`config.mk`:
```
export PLATFORM = sky130hd
export DESIGN_NAME = tc_timer_flat
export DESIGN_NICKNAME = d
export VERILOG_FILES = /design/src/rtl/tc_pkg.sv /design/src/rtl/tc_timer_if.sv /design/src/rtl/tc_timer.sv /design/src/flat_wrapper.sv
export SDC_FILE = /design/constraint.sdc
export NUM_CORES = 1
export LEC_CHECK = 0
export ABC_AREA = 1
export ABC_CLOCK_PERIOD_IN_PS = 4350
export CAP_MARGIN = 15
export CORE_ASPECT_RATIO = 1.25
export CORE_UTILIZATION = 59
export CTS_CLUSTER_DIAMETER = 30
export DETAILED_ROUTE_END_ITERATION = 10
export HOLD_SLACK_MARGIN = 0.15
export PLACE_DENSITY = 0.95
export RECOVER_POWER = 50
export SETUP_SLACK_MARGIN = 0.3
export SLEW_MARGIN = 10
export SYNTH_ARGS = -nofsm -noshare
export SYNTH_HDL_FRONTEND = slang
export SYNTH_SLANG_ARGS = --single-unit
```
`constraint.sdc`:
```
create_clock -name clk -period 4.35 [get_ports clk]
set_input_delay 0.87 -clock clk [delete_from_list [all_inputs] [get_ports clk]]
set_output_delay 0.87 -clock clk [all_outputs]
set_load 0.1 [all_outputs]
```
`src/rtl/tc_pkg.sv`:
```
// Shared constants and types for the TC0/TC1 programmable timers.
package tc_pkg;

  // Register word offsets seen by the bridge
  localparam logic [1:0] TC_CTRL   = 2'd0;
  localparam logic [1:0] TC_PRESET = 2'd1;
  localparam logic [1:0] TC_COUNT  = 2'd2;

  // CTRL bit positions
  localparam int unsigned CTRL_EN      = 0;
  localparam int unsigned CTRL_MODE_LO = 1;
  localparam int unsigned CTRL_MODE_HI = 2;
  localparam int unsigned CTRL_IM      = 3;

  // MODE encodings; 2 and 3 behave as one-shot
  localparam logic [1:0] TC_ONESHOT = 2'd0;
  localparam logic [1:0] TC_RELOAD  = 2'd1;

  typedef enum logic [1:0] {
    IDLE = 2'd0,
    LOAD = 2'd1,
    CNT  = 2'd2,
    INT  = 2'd3
  } tc_state_e;

endpackage

```
`src/rtl/tc_timer_if.sv`:
```
// Bridge-side register bus for one timer instance plus its interrupt line.
interface tc_timer_if;
  logic        we;
  logic [1:0]  addr;
  logic [31:0] wdata;
  logic [31:0] rdata;
  logic        irq;

  // Bridge / CPU side
  modport master (output we, addr, wdata, input rdata, irq);
  // Timer side
  modport slave  (input we, addr, wdata, output rdata, irq);
endinterface

```
`src/rtl/tc_timer.sv`:
```
// Programmable down-counting timer (TC0/TC1) with one-shot and auto-reload modes.
module tc_timer
  import tc_pkg::*;
#(
  parameter int unsigned CNT_W = 32
) (
  input  logic       clk,
  input  logic       reset,
  tc_timer_if.slave  bus
);

  logic             en;
  logic [1:0]       mode;
  logic             im;
  logic [CNT_W-1:0] preset;
  logic [CNT_W-1:0] count;
  logic             irq_flag;
  tc_state_e        state;
  logic [31:0]      rdata_mux;
  logic             unused_wdata;

  // Register file and FSM; the software write is applied after the FSM so it wins on EN/irq_flag
  always_ff @(posedge clk or negedge reset) begin
    if (!reset) begin
      en       <= 1'b0;
      mode     <= TC_ONESHOT;
      im       <= 1'b0;
      preset   <= '0;
      count    <= '0;
      irq_flag <= 1'b0;
      state    <= IDLE;
    end else begin
      case (state)
        IDLE: begin
          if (en) state <= LOAD;
        end
        LOAD: begin
          if (!en) begin
            state <= IDLE;
          end else begin
            count <= preset;
            state <= CNT;
          end
        end
        CNT: begin
          if (!en) begin
            state <= IDLE;
          end else if (count > CNT_W'(1)) begin
            count <= count - CNT_W'(1);
          end else begin
            count    <= '0;
            irq_flag <= 1'b1;
            state    <= INT;
          end
        end
        INT: begin
          state <= IDLE;
          if (mode == TC_RELOAD) irq_flag <= 1'b0;
          else                   en       <= 1'b0;
        end
        default: state <= IDLE;
      endcase

      if (bus.we) begin
        case (bus.addr)
          TC_CTRL: begin
            en       <= bus.wdata[CTRL_EN];
            mode     <= bus.wdata[CTRL_MODE_HI:CTRL_MODE_LO];
            im       <= bus.wdata[CTRL_IM];
            irq_flag <= 1'b0;
          end
          TC_PRESET: begin
            preset   <= bus.wdata[CNT_W-1:0];
            irq_flag <= 1'b0;
          end
          default: ;
        endcase
      end
    end
  end

  // Combinational register read, zero-extended to the bus width
  always_comb begin
    rdata_mux = '0;
    case (bus.addr)
      TC_CTRL:   rdata_mux = {28'd0, im, mode, en};
      TC_PRESET: rdata_mux = 32'(preset);
      TC_COUNT:  rdata_mux = 32'(count);
      default:   rdata_mux = '0;
    endcase
  end

  assign bus.rdata    = rdata_mux;
  assign bus.irq      = im & irq_flag;
  assign unused_wdata = ^bus.wdata;

endmodule
```
`src/flat_wrapper.sv`:
```
// flat-port wrapper written by rule: the top's interface ports become plain ports
module tc_timer_flat import tc_pkg::*;
#(
  parameter int unsigned CNT_W = 32
)
  (clk, reset, bus_we, bus_addr, bus_wdata, bus_rdata, bus_irq);
  tc_timer_if bus_i ();
  input  logic clk;
  input  logic reset;
  input wire logic [$bits(bus_i.we)-1:0] bus_we;
  input wire logic [$bits(bus_i.addr)-1:0] bus_addr;
  input wire logic [$bits(bus_i.wdata)-1:0] bus_wdata;
  output wire logic [$bits(bus_i.rdata)-1:0] bus_rdata;
  output wire logic [$bits(bus_i.irq)-1:0] bus_irq;
  assign bus_i.we = bus_we;
  assign bus_i.addr = bus_addr;
  assign bus_i.wdata = bus_wdata;
  assign bus_rdata = bus_i.rdata;
  assign bus_irq = bus_i.irq;
  tc_timer #(.CNT_W(CNT_W)) u_core (.clk(clk), .reset(reset), .bus(bus_i));
endmodule
```
* Word-level counts from Yosys, hierarchy flattened
Index checks and enable logic that the tools add are counted.
** Word-level totals
- Register bits :: 71
- Logic and storage cells :: 48
- Output and inout port bits :: 33
- Input bits :: 37
** Cells by class
- Eq/ne operators :: 10
- $add $sub $neg :: 1
- Reduce and logical (&&, ||, !) cells :: 8
- Bitwise logic cells :: 1
- Mux-type cells :: 20
- Order comparisons :: 1
** Operators by type and width (count)
- 32-bit 2-to-1 mux :: 3
- 32-bit case mux with 3 select lines :: 1
- 32-bit case mux with 2 select lines :: 1
- 32-bit by 1-bit greater-than comparator with 1-bit output (second input constant) :: 1
- 32-bit by 1-bit subtractor with 32-bit output (second input constant) :: 1
- 1-bit 2-to-1 mux :: 9
- 2-bit 2-to-1 mux :: 4
- 2-bit case mux with 4 select lines :: 1
- 2-bit by 1-bit equality test with 1-bit output (second input constant) :: 3
- 2-bit equality test (second input constant) :: 3
- 2-bit by 1-bit inequality test with 1-bit output (second input constant) :: 3
- 2-bit AND reduction :: 3
- 2-bit logical NOT :: 2
- 3-bit inequality test (second input constant) :: 1
- 3-bit AND reduction :: 1
- 1-bit case mux with 2 select lines :: 1
- 2-bit nonzero test :: 1
- 2-bit OR reduction :: 1
- 1-bit bitwise AND :: 1

* Depth between registers and ports, before layout
Gate-level depths: netlist of run 1.
- Depth in word-level cells :: 6
- Mapped depth :: 12
- Depth with buffers taken out :: 11

* Worst setup path after synthesis of run 1
No wires, ideal clock.
- Path kind :: in2out
- Start :: in bus_addr[0]
- End :: out bus_rdata[7]
- Setup slack :: 0.086 ns
- Data arrival time :: 3.394 ns
- Data required time :: 3.480 ns
- Stages on the path :: 4
- Path buffers :: 1
- Cell sequence :: inv_1 nand2_1 clkbuf_1 o21ai_0
** Between the ends
- Word-level cells in the longest chain between the ends :: 2
- Elaborated cells between the ends (all ways) :: 4
- Those cells by class :: 2 x eq/ne; 1 x mux; 1 x reduce/logical
** RTL lines
- start: declaration :: RTL line flat_wrapper.sv:11 : input wire logic [$bits(bus_i.addr)-1:0] bus_addr;
- 2-bit equality test (tied with other cells) :: RTL line tc_timer.sv:85 : case (bus.addr)
- 32-bit case mux with 3 select lines (*) :: RTL line tc_timer.sv:85
- end: declaration :: RTL line flat_wrapper.sv:13 : output wire logic [$bits(bus_i.rdata)-1:0] bus_rdata;
Every way passes the cells marked *; elsewhere a longest branch is shown, timed or not.

* Final worst setup path of run 1
- Start :: in bus_addr[1]
- End :: out bus_rdata[19]
Same word-level chain as after synthesis.

==> metrics.cfg, run 1 <==
[setup_path]
r2r-start=u_core.count[0]$_DFFE_PN0P_
crit_slowest_cell=dlygate4sd3_1
endpoint_kind=output pin
worstSetupPathType=in -> out
startpoint_type=input port
r2r_end=u_core.count[27]$_DFFE_PN0P_
critPathMaxStageDelay_ps=640
path_buf_inv=3
critPathMaxFanout=14
rr_worst_depth=11
path_cells=dlygate4sd3_1 > nor2_4 > inv_1 > o22ai_1 > buf_12
r2r_slack_ps=1680
crit_required_ps=3480
critPathArrivalTime_ps=2690
critical-path-top-delay-family=buffers and inverters

[sta]
min_period_ps=3560
setup_violations=0
grt_setup_unrepaired=no
fin_skew_ps=9.34
relSlewSlack=-0.203
worst_pin_slew_ps=1800
hold_viol=0
tns_ps=0
final_max_slew_viol_count=34
fmax_ghz=0.281
finalCritPeriodShare=0.817

[status]
violations=capacitance limit, slew limit
outcome=finished, violations left

[clock_tree]
htree_num_levels=3
cts.path.max_buffers=2
cts_sinks=71
cts_post_setup_buffers_inserted=0
cts-hold-fix-buffers=0
clk_pin_slew_ps=80
cts_inserted_buffers=9
root_buffer=clkbuf_8
cts_tree=done
postCtsResizedCells=0
clkLatencyLatePin_ps=370

[min_path]
hp-class=reg -> reg
holdPathEnd=u_core.preset[1]$_DFFE_PN0P_
holdPathStages=2
hp-start=u_core.preset[1]$_DFFE_PN0P_

[yosys]
ys_seq_area_frac=0.383
synth_ff_type=dfrtp_1
synth_top_area_share=0.383
synth_most_common_cell=nand2_1
synthTopCellsByCount=nand2_1, nor2_1, dfrtp_1, inv_1, o21ai_0
synth_top_area_cell=dfrtp_1
syn-num-nets=649
synth-edff-count=0
syn-mean-instance-area_um2=7.66
yosys_warnings=0
synth-seq-cells=71
syn_inst=605
ys_async_sr_fraction=1.00
yosys-top-cells-area=dfrtp_1, nand2_1, nor2_1, mux2_2, inv_1
synthDistinctLibCells=31
syn-cell-area_mm2=0.00463

[floorplan]
rows=35
die_h_um=101
core-area_mm2=0.00749
die_width_um=81.3
start_util=0.619
dieArea_mm2=0.00821
pin_count=70

[global_route]
grt_pass1_vias=4650
grt_overflow=0
grt_antenna_before_repair=0
grt_usage=0.349
grt_max_degree=43
grt_pass1_wl_um=21500

[cells_and_area]
finish.utilization=0.782
area_growth_pct=26.4
ff_latch_area_mm2=0.00178
antennaDiodeCount=0
nets=718
multi_input_area_mm2=0.00245
n_fill_cell=443
drive_gt1_frac=0.193
final_cells=771

[route]
viasPerCell=5.77
wl_per_cell_um=16.6
wl_um=12800
vias=4449
drc=0
drt-pass1-iter-count=5
drtIter0Drc=438
antenna_left=0

[pwr]
total_power_mw=3.93
ir_drop_v=0.000463
powerDensity_mw_per_mm2=670
leakage_nw=2.63

[placed_design]
dp_hpwl_um=9100
place.gp.congestion=1.01
port-buffer-count=69
placedCellCount=755

[run]
cap_viol_max_count=1

## through the flow
stage               instance area (um2)  setup WS (ps)  hold WS [ps]
floorplan                          4630            120           474
global placement                   5700           1030           495
finish                             5860            794           526
CTS                                5930            937           519
detailed placement                 5700            940           500
global route                       5860            740           550
## state kept, by name, indices dropped and copies added, names as in the netlist
register	count
u_core.count	32
u_core.en	1
u_core.im	1
u_core.irq_flag	1
u_core.mode	2
u_core.preset	32
u_core.state	2
## kinds of logic after synthesis
family | count (synthesis) | share of synthesized area
multiplexers | 22 | 0.0535
XOR/XNOR | 16 | 0.0302
AO/OA/AOI/OAI | 116 | 0.145
adder cells (fa/ha/maj) | 7 | 0.0189
AND/OR/NAND/NOR | 292 | 0.295
buffers and inverters | 81 | 0.0745
flip-flops | 71 | 0.383
## report_power, final
part	internal (mW)	switching [mW]	leakage (nW)
Sequential	0.890	0.271	0.820
Combinational	0.722	1.43	1.70
Clock	0.341	0.274	0.109
## cells in the final DEF (no fill, tap or decap), drive strengths merged
cell           count
o21ai             46
dlygate4sd3        1
nor2             116
o22ai              6
mux2              22
nand4              8
clkinv             2
bufinv             2
nand3             14
a21oi             61
buf               39
clkbuf            12
o211ai             3
ha                 7
dfrtp             71
clkinvlp           2
clkdlybuf4s50     35
or2                1
xor2              16
nand2            153
inv               62
## routing by layer
layer | routed length [um] | global-route usage
met5 | 0 | 0
met4 | 690 | 0.242
met3 | 768 | 0.0633
met2 | 6590 | 0.575
met1 | 4720 | 0.403
## worst register-to-register path: stages (launching register included)
cell and delay, ps:
dfrtp_1 410, inv_1 190, ha_1 310, nand2_4 80, nor2_1 490, nand2_4 130, nand2_1 220, nand2_8 80
nand2_1 280, inv_8 170, nand2_1 120, a21oi_1 70
## layout make-up
| type | instances | share of cell area |
|---|---|---|
| repair buffers | 77 | 0.179 |
| inverters | 62 | 0.0410 |
| multi-input cells | 453 | 0.418 |
| clock buffers | 10 | 0.0235 |
| flip-flops and latches | 71 | 0.303 |
| well taps | 92 | 0.0196 |
| clock inverters | 6 | 0.0158 |
## worst max-delay path by stage
stage / from / end / slack (ps) / cells past startpoint
after floorplan: bus_addr[0] / bus_rdata[10] / 120 / 4
after global placement: bus_addr[0] / bus_rdata[26] / 1030 / 6
after detailed placement: bus_addr[0] / bus_rdata[29] / 940 / 6
after CTS: bus_addr[0] / bus_rdata[19] / 940 / 6
after global routing: bus_addr[1] / bus_rdata[9] / 740 / 6
final: bus_addr[1] / bus_rdata[19] / 790 / 5
Note: power is estimated with default switching activity, not from simulation.
==> inputs of run 2 (changes only) <==
--- a/config.mk
+++ b/config.mk
@@ -6,14 +6,14 @@
 export NUM_CORES = 1
 export LEC_CHECK = 0
 export ABC_AREA = 1
-export ABC_CLOCK_PERIOD_IN_PS = 4350
+export ABC_CLOCK_PERIOD_IN_PS = 3300
 export CAP_MARGIN = 15
 export CORE_ASPECT_RATIO = 1.25
-export CORE_UTILIZATION = 59
+export CORE_UTILIZATION = 55
 export CTS_CLUSTER_DIAMETER = 30
 export DETAILED_ROUTE_END_ITERATION = 10
 export HOLD_SLACK_MARGIN = 0.15
-export PLACE_DENSITY = 0.95
+export PLACE_DENSITY = 0.9
 export RECOVER_POWER = 50
 export SETUP_SLACK_MARGIN = 0.3
 export SLEW_MARGIN = 10
==> constraint.sdc (replaced) <==
create_clock -name clk -period 3.3 [get_ports clk]
set_input_delay 0.66 -clock clk [delete_from_list [all_inputs] [get_ports clk]]
set_output_delay 0.66 -clock clk [all_outputs]
set_load 0.1 [all_outputs]
==> metrics.cfg, run 2 (same netlist as run 1, synthesis figures left out) <==
[sta]
tns_ps=0  ; unchanged
grt_setup_unrepaired=no  ; unchanged
fmax_ghz=0.323
hold_viol=0  ; unchanged
relSlewSlack=-0.0351  ; was -0.203
setup_slack_ps=200  ; was 794 ps
min_period_ps=3100
final_max_slew_viol_count=30  ; was 34
fin_skew_ps=10.2  ; was 9.34 ps
worst_pin_slew_ps=1550  ; was 1800 ps
finalCritPeriodShare=0.940
setup_violations=0  ; unchanged

[cells_and_area]
drive_gt1_frac=0.235  ; was 0.193
antennaDiodeCount=0  ; unchanged
area_growth_pct=30.3  ; was 26.4%
nets=724  ; was 718
n_fill_cell=596  ; was 443
reg_top3=u_core.count: 32 flops, u_core.preset: 32 flops  ; unchanged
ff_latch_area_mm2=0.00178  ; unchanged
layout_common_cells=nand2_1, nor2_1, dfrtp_1  ; unchanged
final_common_cell=nand2_1  ; unchanged
multi_input_area_mm2=0.00256  ; was 0.00245 mm2

[global_route]
grt_pass1_wl_um=21600  ; was 21,500 um
grt_pass1_vias=4670  ; was 4,650
grt_overflow=0  ; unchanged
grt_max_degree=44  ; was 43
grt_usage=0.316  ; was 0.349
grt_antenna_before_repair=0  ; unchanged

[setup_path]
critPathMaxFanout=17  ; was 14
path_buf_inv=4  ; was 3
critical-path-top-delay-family=buffers and inverters  ; unchanged
critPathMostFrequentCell=buf_12
path_cells=dlygate4sd3_1 > nor2_4 > clkbuf_1 > buf_12 > nand2_1 > o21ai_1 > buf_12  ; was dlygate4sd3_1 > nor2_4 > inv_1 > o22ai_1 > buf_12
worstSetupPathType=in -> out  ; unchanged
critPathArrivalTime_ps=2440  ; was 2690 ps
endpoint_kind=output pin  ; unchanged
crit_slowest_cell=dlygate4sd3_1  ; unchanged
r2r_slack_ps=810  ; was 1680 ps
startpoint_type=input port  ; unchanged
crit_required_ps=2640  ; was 3480 ps
critPathMaxStageDelay_ps=640  ; about the same

[floorplan]
dieArea_mm2=0.00880  ; was 0.00821 mm2
die_width_um=84.1  ; was 81.3 um
rows=37  ; was 35
pin_count=70  ; unchanged
core-area_mm2=0.00819  ; was 0.00749 mm2
start_util=0.565  ; was 0.619
die_h_um=105  ; was 101 um

[route]
drtIter0Drc=252  ; was 438
antenna_left=0  ; unchanged
vias=4465  ; was 4,449
wl_per_cell_um=16.6  ; about the same
viasPerCell=5.71  ; was 5.77
drt-pass1-iter-count=8  ; was 5
drc=8  ; was 0
wl_um=13000  ; was 12,800 um

[placed_design]
pre_cts_slack_ps=346  ; was 940 ps
place.gp.congestion=0.940  ; was 1.01
port-buffer-count=69  ; unchanged
dp_hpwl_um=9430  ; was 9100 um

[clock_tree]
root_buffer=clkbuf_8  ; unchanged
htree_num_levels=3  ; unchanged
cts.path.max_buffers=2  ; unchanged
clkLatencyLatePin_ps=370  ; about the same
cts_inserted_buffers=9  ; unchanged
clk_pin_slew_ps=70  ; was 80 ps
cts_sinks=71  ; unchanged
cts-hold-fix-buffers=0  ; unchanged
cts_tree=done  ; unchanged

[status]
outcome=finished, violations left  ; unchanged
violations=DRC, capacitance limit, slew limit  ; was capacitance limit, slew limit

[min_path]
hp-class=reg -> reg  ; unchanged

[run]
cap_viol_max_count=1  ; unchanged

[pwr]
ir_drop_v=0.000665  ; was 0.000463 V
leakage_nw=2.73  ; was 2.63 nW
powerDensity_mw_per_mm2=871  ; was 670 mW/mm2

run 2: what timing repair did:
action / in CTS / in global routing
buffers inserted: 0 / 6
endpoints found under the setup margin: 0 / 6
resized for setup: 0 / 0
run 2: power breakdown:
group | total (mW) | internal, mW | switching, mW | leakage (nW)
sequential | 1.52 | 1.17 | 0.345 | 0.820
clock | 0.806 | 0.444 | 0.362 | 0.116
combinational | 2.93 | 0.992 | 1.94 | 1.79
total | 5.26 | 2.61 | 2.65 | 2.73
run 2: metrics by stage:
stage | power [mW] | util | instances | hold WS [ps] | area (um2)
finish | 5.26 | 0.737 | 782 | 528 | 6040
global route | 5.56 | 0.737 | 782 | 550 | 6040
floorplan | 3.56 | - | 605 | 364 | 4710
detailed placement | 4.43 | 0.711 | 760 | 506 | 5830
CTS | 5.24 | 0.738 | 776 | 344 | 6050
global placement | 4.30 | 0.711 | 760 | 494 | 5830
run 2: final cells by class:
type / count / share of cell area
Clock buffer: 10 / 0.0228
Clock inverter: 6 / 0.0139
Inverter: 62 / 0.0398
Multi-Input combinational cell: 453 / 0.424
Sequential cell: 71 / 0.294
Tap cell: 97 / 0.0201
Timing Repair Buffer: 83 / 0.185
run 2: final timing paths:
kind | start | to | depth (start not counted)
hold reg to reg | u_core.preset[1]$_DFFE_PN0P_ | u_core.preset[1]$_DFFE_PN0P_ | 2
max in group asynchronous | reset | u_core.preset[0]$_DFFE_PN0P_ | 2
min in group asynchronous | reset | u_core.preset[28]$_DFFE_PN0P_ | 1
setup reg to reg | u_core.count[0]$_DFFE_PN0P_ | u_core.count[21]$_DFFE_PN0P_ | 11
setup / recovery | bus_addr[1] | bus_rdata[31] | 7
hold / removal | u_core.preset[1]$_DFFE_PN0P_ | u_core.preset[1]$_DFFE_PN0P_ | 2
run 2: worst min-delay path: stages (launching register included):
cell and delay [ps]:
dfrtp_1 380, nand2_1 60, o21ai_0 60
run 2: layer usage:
metal | global-route usage | share of wire | up-vias
met5 | 0 | 0 | -
met4 | 0.203 | 0.044 | 0
met3 | 0.0569 | 0.056 | 47
met2 | 0.538 | 0.52 | 178
met1 | 0.363 | 0.38 | 2156
li1 | - | - | 2084
